`config.mk`:
```
export PLATFORM = sky130hd
export DESIGN_NAME = sram_mem_controller
export DESIGN_NICKNAME = d
export VERILOG_FILES = /design/src/rtl/sram_mem_controller_pkg.sv /design/src/rtl/sram_wait_counter.sv /design/src/rtl/sram_mem_controller.sv
export SDC_FILE = /design/constraint.sdc
export NUM_CORES = 1
export LEC_CHECK = 0
export ABC_CLOCK_PERIOD_IN_PS = 2300
export CORE_UTILIZATION = 46
export DETAILED_ROUTE_END_ITERATION = 8
export PLACE_DENSITY = 0.83
export SLEW_MARGIN = 5
export SYNTH_ARGS = -nofsm -noshare
export SYNTH_HDL_FRONTEND = slang
export SYNTH_HIERARCHICAL = 1
export SYNTH_SLANG_ARGS = --single-unit
```
`constraint.sdc`:
```
create_clock -name clk -period 2.3 [get_ports clk]
set_input_delay 0.575 -clock clk [delete_from_list [all_inputs] [get_ports clk]]
set_output_delay 0.575 -clock clk [all_outputs]
set_load 0.03 [all_outputs]
```
`src/rtl/sram_mem_controller_pkg.sv`:
```
// Shared definitions for the SRAM memory controller: FSM encoding, default
// address window and SRAM bus widths.
package sram_mem_controller_pkg;

  typedef enum logic [2:0] {
    ST_IDLE   = 3'd0,
    ST_ACC_LO = 3'd1,
    ST_ACC_HI = 3'd2,
    ST_WAIT   = 3'd3,
    ST_DONE   = 3'd4
  } state_t;

  localparam logic [31:0] BASE_ADDR_DEFAULT = 32'd1024;
  localparam int          SRAM_DW           = 16;
  localparam int          WAIT_CNT_W        = 4;

endpackage

```
`src/rtl/sram_wait_counter.sv`:
```
// Loadable down-counter with a zero flag; stops at zero instead of wrapping.
module sram_wait_counter #(
  parameter int W = 4
) (
  input  logic         clk_i,
  input  logic         rst_ni,
  input  logic         load_i,
  input  logic [W-1:0] load_val_i,
  input  logic         dec_i,
  output logic [W-1:0] count_o,
  output logic         zero_o
);

  logic [W-1:0] count_q;

  always_ff @(posedge clk_i or negedge rst_ni) begin
    if (!rst_ni) begin
      count_q <= '0;
    end else if (load_i) begin
      count_q <= load_val_i;
    end else if (dec_i && (count_q != '0)) begin
      count_q <= count_q - 1'b1;
    end
  end

  assign count_o = count_q;
  assign zero_o  = (count_q == '0);

endmodule

```
`src/rtl/sram_mem_controller.sv`:
```
// Runs each 32-bit pipeline load/store as two 16-bit accesses to an
// asynchronous SRAM (low half first), followed by fixed wait states.
//
// Handshake: rd_en/wr_en are levels held by the pipeline until ready=1.
// ready is combinational and drops in the same cycle a request is seen in
// IDLE; it returns high only in DONE, where read_data is valid and the
// pipeline may advance. Requests are sampled only in IDLE.
module sram_mem_controller
  import sram_mem_controller_pkg::*;
#(
  parameter logic [31:0] BASE_ADDR   = BASE_ADDR_DEFAULT,
  parameter int          WAIT_CYCLES = 4,
  parameter int          SRAM_AW     = 18
) (
  input  logic               clk,
  input  logic               rst,
  input  logic               rd_en,
  input  logic               wr_en,
  input  logic [31:0]        address,
  input  logic [31:0]        write_data,
  output logic [31:0]        read_data,
  output logic               ready,
  output logic [SRAM_AW-1:0] sram_addr,
  output logic [SRAM_DW-1:0] sram_dq_out,
  output logic               sram_dq_oe,
  input  logic [SRAM_DW-1:0] sram_dq_in,
  output logic               sram_we_n,
  output logic               sram_oe_n
);

  localparam logic [WAIT_CNT_W-1:0] WAIT_LOAD = WAIT_CNT_W'(WAIT_CYCLES - 1);

  state_t               state_q;
  logic                 is_write_q;
  logic [SRAM_AW-2:0]   word_q;
  logic [SRAM_DW-1:0]   wdata_hi_q;
  logic [31:0]          read_data_q;
  logic [SRAM_AW-1:0]   sram_addr_q;
  logic [SRAM_DW-1:0]   sram_dq_out_q;
  logic                 sram_dq_oe_q;
  logic                 sram_we_n_q;
  logic                 sram_oe_n_q;

  logic [31:0]          offset_d;
  logic [SRAM_AW-2:0]   word_d;
  logic                 req;
  logic                 cnt_load;
  logic                 cnt_dec;
  logic                 cnt_zero;
  logic [WAIT_CNT_W-1:0] cnt_unused_value;
  logic                 unused_addr_bits;

  // Byte offset into the SRAM window; the low two bits select a byte and
  // anything above the SRAM size simply wraps.
  assign offset_d         = address - BASE_ADDR;
  assign word_d           = offset_d[SRAM_AW:2];
  assign unused_addr_bits = ^{offset_d[31:SRAM_AW+1], offset_d[1:0]};
  assign req              = rd_en | wr_en;

  assign cnt_load = (state_q == ST_ACC_HI);
  assign cnt_dec  = (state_q == ST_WAIT);

  sram_wait_counter #(
    .W(WAIT_CNT_W)
  ) u_wait_counter (
    .clk_i      (clk),
    .rst_ni     (rst),
    .load_i     (cnt_load),
    .load_val_i (WAIT_LOAD),
    .dec_i      (cnt_dec),
    .count_o    (cnt_unused_value),
    .zero_o     (cnt_zero)
  );

  always_ff @(posedge clk or negedge rst) begin
    if (!rst) begin
      state_q       <= ST_IDLE;
      is_write_q    <= 1'b0;
      word_q        <= '0;
      wdata_hi_q    <= '0;
      read_data_q   <= '0;
      sram_addr_q   <= '0;
      sram_dq_out_q <= '0;
      sram_dq_oe_q  <= 1'b0;
      sram_we_n_q   <= 1'b1;
      sram_oe_n_q   <= 1'b1;
    end else begin
      case (state_q)
        ST_IDLE: begin
          if (req) begin
            // Write wins when both requests are raised together.
            state_q     <= ST_ACC_LO;
            is_write_q  <= wr_en;
            word_q      <= word_d;
            wdata_hi_q  <= write_data[31:16];
            sram_addr_q <= {word_d, 1'b0};
            if (wr_en) begin
              sram_dq_out_q <= write_data[15:0];
              sram_dq_oe_q  <= 1'b1;
              sram_we_n_q   <= 1'b0;
            end else begin
              sram_oe_n_q   <= 1'b0;
            end
          end
        end
        ST_ACC_LO: begin
          state_q     <= ST_ACC_HI;
          sram_addr_q <= {word_q, 1'b1};
          if (is_write_q) begin
            sram_dq_out_q <= wdata_hi_q;
          end else begin
            read_data_q[15:0] <= sram_dq_in;
          end
        end
        ST_ACC_HI: begin
          state_q      <= ST_WAIT;
          sram_dq_oe_q <= 1'b0;
          sram_we_n_q  <= 1'b1;
          sram_oe_n_q  <= 1'b1;
          if (!is_write_q) begin
            read_data_q[31:16] <= sram_dq_in;
          end
        end
        ST_WAIT: begin
          if (cnt_zero) begin
            state_q <= ST_DONE;
          end
        end
        ST_DONE: begin
          state_q <= ST_IDLE;
        end
        default: begin
          state_q <= ST_IDLE;
        end
      endcase
    end
  end

  assign ready       = ((state_q == ST_IDLE) && !req) || (state_q == ST_DONE);
  assign read_data   = read_data_q;
  assign sram_addr   = sram_addr_q;
  assign sram_dq_out = sram_dq_out_q;
  assign sram_dq_oe  = sram_dq_oe_q;
  assign sram_we_n   = sram_we_n_q;
  assign sram_oe_n   = sram_oe_n_q;

endmodule
```
==> results.ini <==
[cells_and_area]
drive_gt1_share_pct = 12.2
area_growth_syn_to_layout_pct = 40.7
antenna_cells = 0
fill_cells = 758
stdcell_area_um2 = 6540
final_common_cell = clkdlybuf4s50_1
layout.nets = 639
mostFrequentLayoutCells = clkdlybuf4s50_1 (136), dfrtp_1 (108), nand2_1 (96), mux2_2 (17)
multiInputGateArea_um2 = 1740
seq_area_um2 = 2760

[timing]
rsz0062_at_grt = false
slew_violations = 0
layout_min_cycle_time_ns = 2.19
final-hold-violation-count = 0
fmax_mhz = 457
slew_headroom_pct = 65.8
worst_slew_pin_slew_ns = 0.514
finalCritPeriodShare_pct = 95.2
setup_violations = 0
finClkSkew_ns = 0.00710

[route]
drc = 0
ant_nets = 0
via_count = 3523
drt-vias-per-instance = 5.10
firstDrtPassIters = 6
initialDrtViolationCount = 99
routed_wl_um = 10900
wl_per_cell_um = 15.7

[clock_network]
clk_latency_ns = 0.37
cts.sink_count = 110
cts-htree-levels = 3
numCtsBuffers = 9
postCtsHoldBufs = 0
cts_setup_buffers = 0
cts_tree = built
clock_path_buffers = 2
cts_repair_resize_count = 0
path_clk_slew_ns = 0.10
cts-root-buf = clkbuf_8

[floorplanning]
placeableCoreArea_um2 = 9770
design.die.area_um2 = 10500
start_util_pct = 47.5
pin_count = 154
fp.dieH_um = 102
die_w_um = 102
fp-row-count = 36

[place]
portBuffers = 138
dp_hpwl_um = 8000
place.gp.congestion = 0.717
dpl_cell_area_um2 = 6290

[grt]
first_global_vias = 3634
grt_pass1_wl_um = 17400
antenna_found_initial = 0
overflow = 0
grt_max_degree = 40
track_usage_pct = 21.8

[critical_path]
timing.rr.end = u_wait_counter/count_o[1]
r2r_setup_slack_ns = 0.39
cp.required_ns = 1.73
critPathMaxFanout = 2
cp.arrival_ns = 1.61
criticalPathCategory = in2out
r2r_cells = 5
end_kind = output port
r2r-start = state_q[2]
start_kind = input pin

[synth]
synth-main-ff-cell = dfrtp_1
ys_warn_count = 6
synth_simple_gate_area_share_pct = 13.8
syn_area_um2 = 4640
synthCells = 405
synth_xor_area_share_pct = 0.754
synthMuxAreaShare_pct = 11.4
ys_seq_elements = 110
synth_fa_ha_area_share_pct = 0.539
async_reset_ff_share_pct = 100
seq_area_frac_synth_pct = 59.3
syn_avg_cell_area_um2 = 11.5
synth_cell_type_count = 49
synth_edf_count = 0
synth-compound-area-share_pct = 10.4
synth_top_family_by_area = simple AND/OR/NAND/NOR gates

[power_and_ir_drop]
p_per_area_nw_per_um2 = 1410
p_leak_nw = 2.95
irDropWorstVdd_mv = 0.604
power_w = 0.00918

[hold_path]
hold_class = in2async

[outcome]
status = complete, no violations

[job]
maxCapViolations = 0

==> layout make-up <==
class / count / area share, %
sequential: 110 / 42.2
clock buffer: 9 / 1.90
multi-input combinational: 262 / 26.7
clock inverter: 7 / 1.84
tap: 133 / 2.55
timing repair buffer: 156 / 24.1
inverter: 14 / 0.804
==> metal layers <==
layer | GRT usage, % | up-vias | part of all wire, %
li1 | - | 1690 | -
met1 | 25.6 | 1713 | 41
met3 | 6.22 | 12 | 6.6
met4 | 6.48 | 0 | 1.3
met5 | 0 | - | 0
met2 | 38.7 | 108 | 51
==> cell families after synthesis <==
| logic type | Yosys count |
|---|---|
| xor+xnor | 4 |
| flops | 110 |
| buf+inv | 35 |
| compound gates | 66 |
| other cells | 2 |
| simple gates | 137 |
| mux | 49 |
| fa+ha+maj | 2 |
==> state kept, by name (all words and copies together), names as in the netlist <==
register                cells
wdata_hi_q                 16
sram_we_n                   1
word_q                     17
sram_oe_n                   1
sram_dq_oe                  1
u_wait_counter/count_o      4
read_data                  32
sram_dq_out                16
sram_addr                  18
is_write_q                  1
state_q                     3
==> cell usage after synthesis (all sizes together) (2+ instances only) <==
cell | count | share of area, %
nor3 | 8 | 1.5
mux2i | 16 | 3.4
conb | 2 | 0.16
ha | 2 | 0.54
dfstp | 2 | 1.1
mux2 | 33 | 8.0
a21oi | 6 | 0.73
nor3b | 3 | 0.59
a221o | 9 | 1.9
xnor2 | 4 | 0.75
clkbuf | 6 | 0.48
or3 | 4 | 0.54
or4 | 2 | 0.40
a21o | 11 | 1.8
o31ai | 2 | 0.43
o21ai | 23 | 2.6
buf | 15 | 1.9
nand2 | 96 | 7.8
dfrtp | 108 | 58
nand2b | 2 | 0.27
inv | 14 | 1.1
nor2 | 15 | 1.2
a222oi | 8 | 1.7
==> power breakdown <==
part	switching [W]	internal, W
Clock	0.000657	0.000731
Sequential	0.000582	0.00284
Combinational	0.00237	0.00200
==> through the flow <==
stage | setup slack (ns) | util [%] | instances | TNS [ns] | hold slack [ns]
2_1_floorplan | 0.120 | - | 407 | 0 | 0.279
5_1_grt | 0.0301 | 66.9 | 691 | 0 | 0.175
3_3_place_gp | 0.0250 | 64.4 | 675 | 0 | 0.456
6_report | 0.111 | 66.9 | 691 | 0 | 0.167
3_5_place_dp | -0.00858 | 64.4 | 675 | -0.00858 | 0.463
4_1_cts | 0.100 | 66.9 | 691 | 0 | 0.177
==> how the worst max path moves through the flow <==
stage	startpoint	end	depth (start not counted)
global placement	address[14]	sram_addr[16]	5
finish	rd_en	ready	5
floorplan	wr_en	ready	4
global route	rd_en	ready	5
detailed placement	address[16]	sram_addr[16]	5
CTS	rd_en	ready	5
==> worst max-delay path, cell delays in order <==
cell	delay, ns
clkdlybuf4s50_1	0.42
nor2_1	0.20
nor2_1	0.06
nor3_1	0.15
buf_4	0.20
Power figures use the tool's default switching activity.
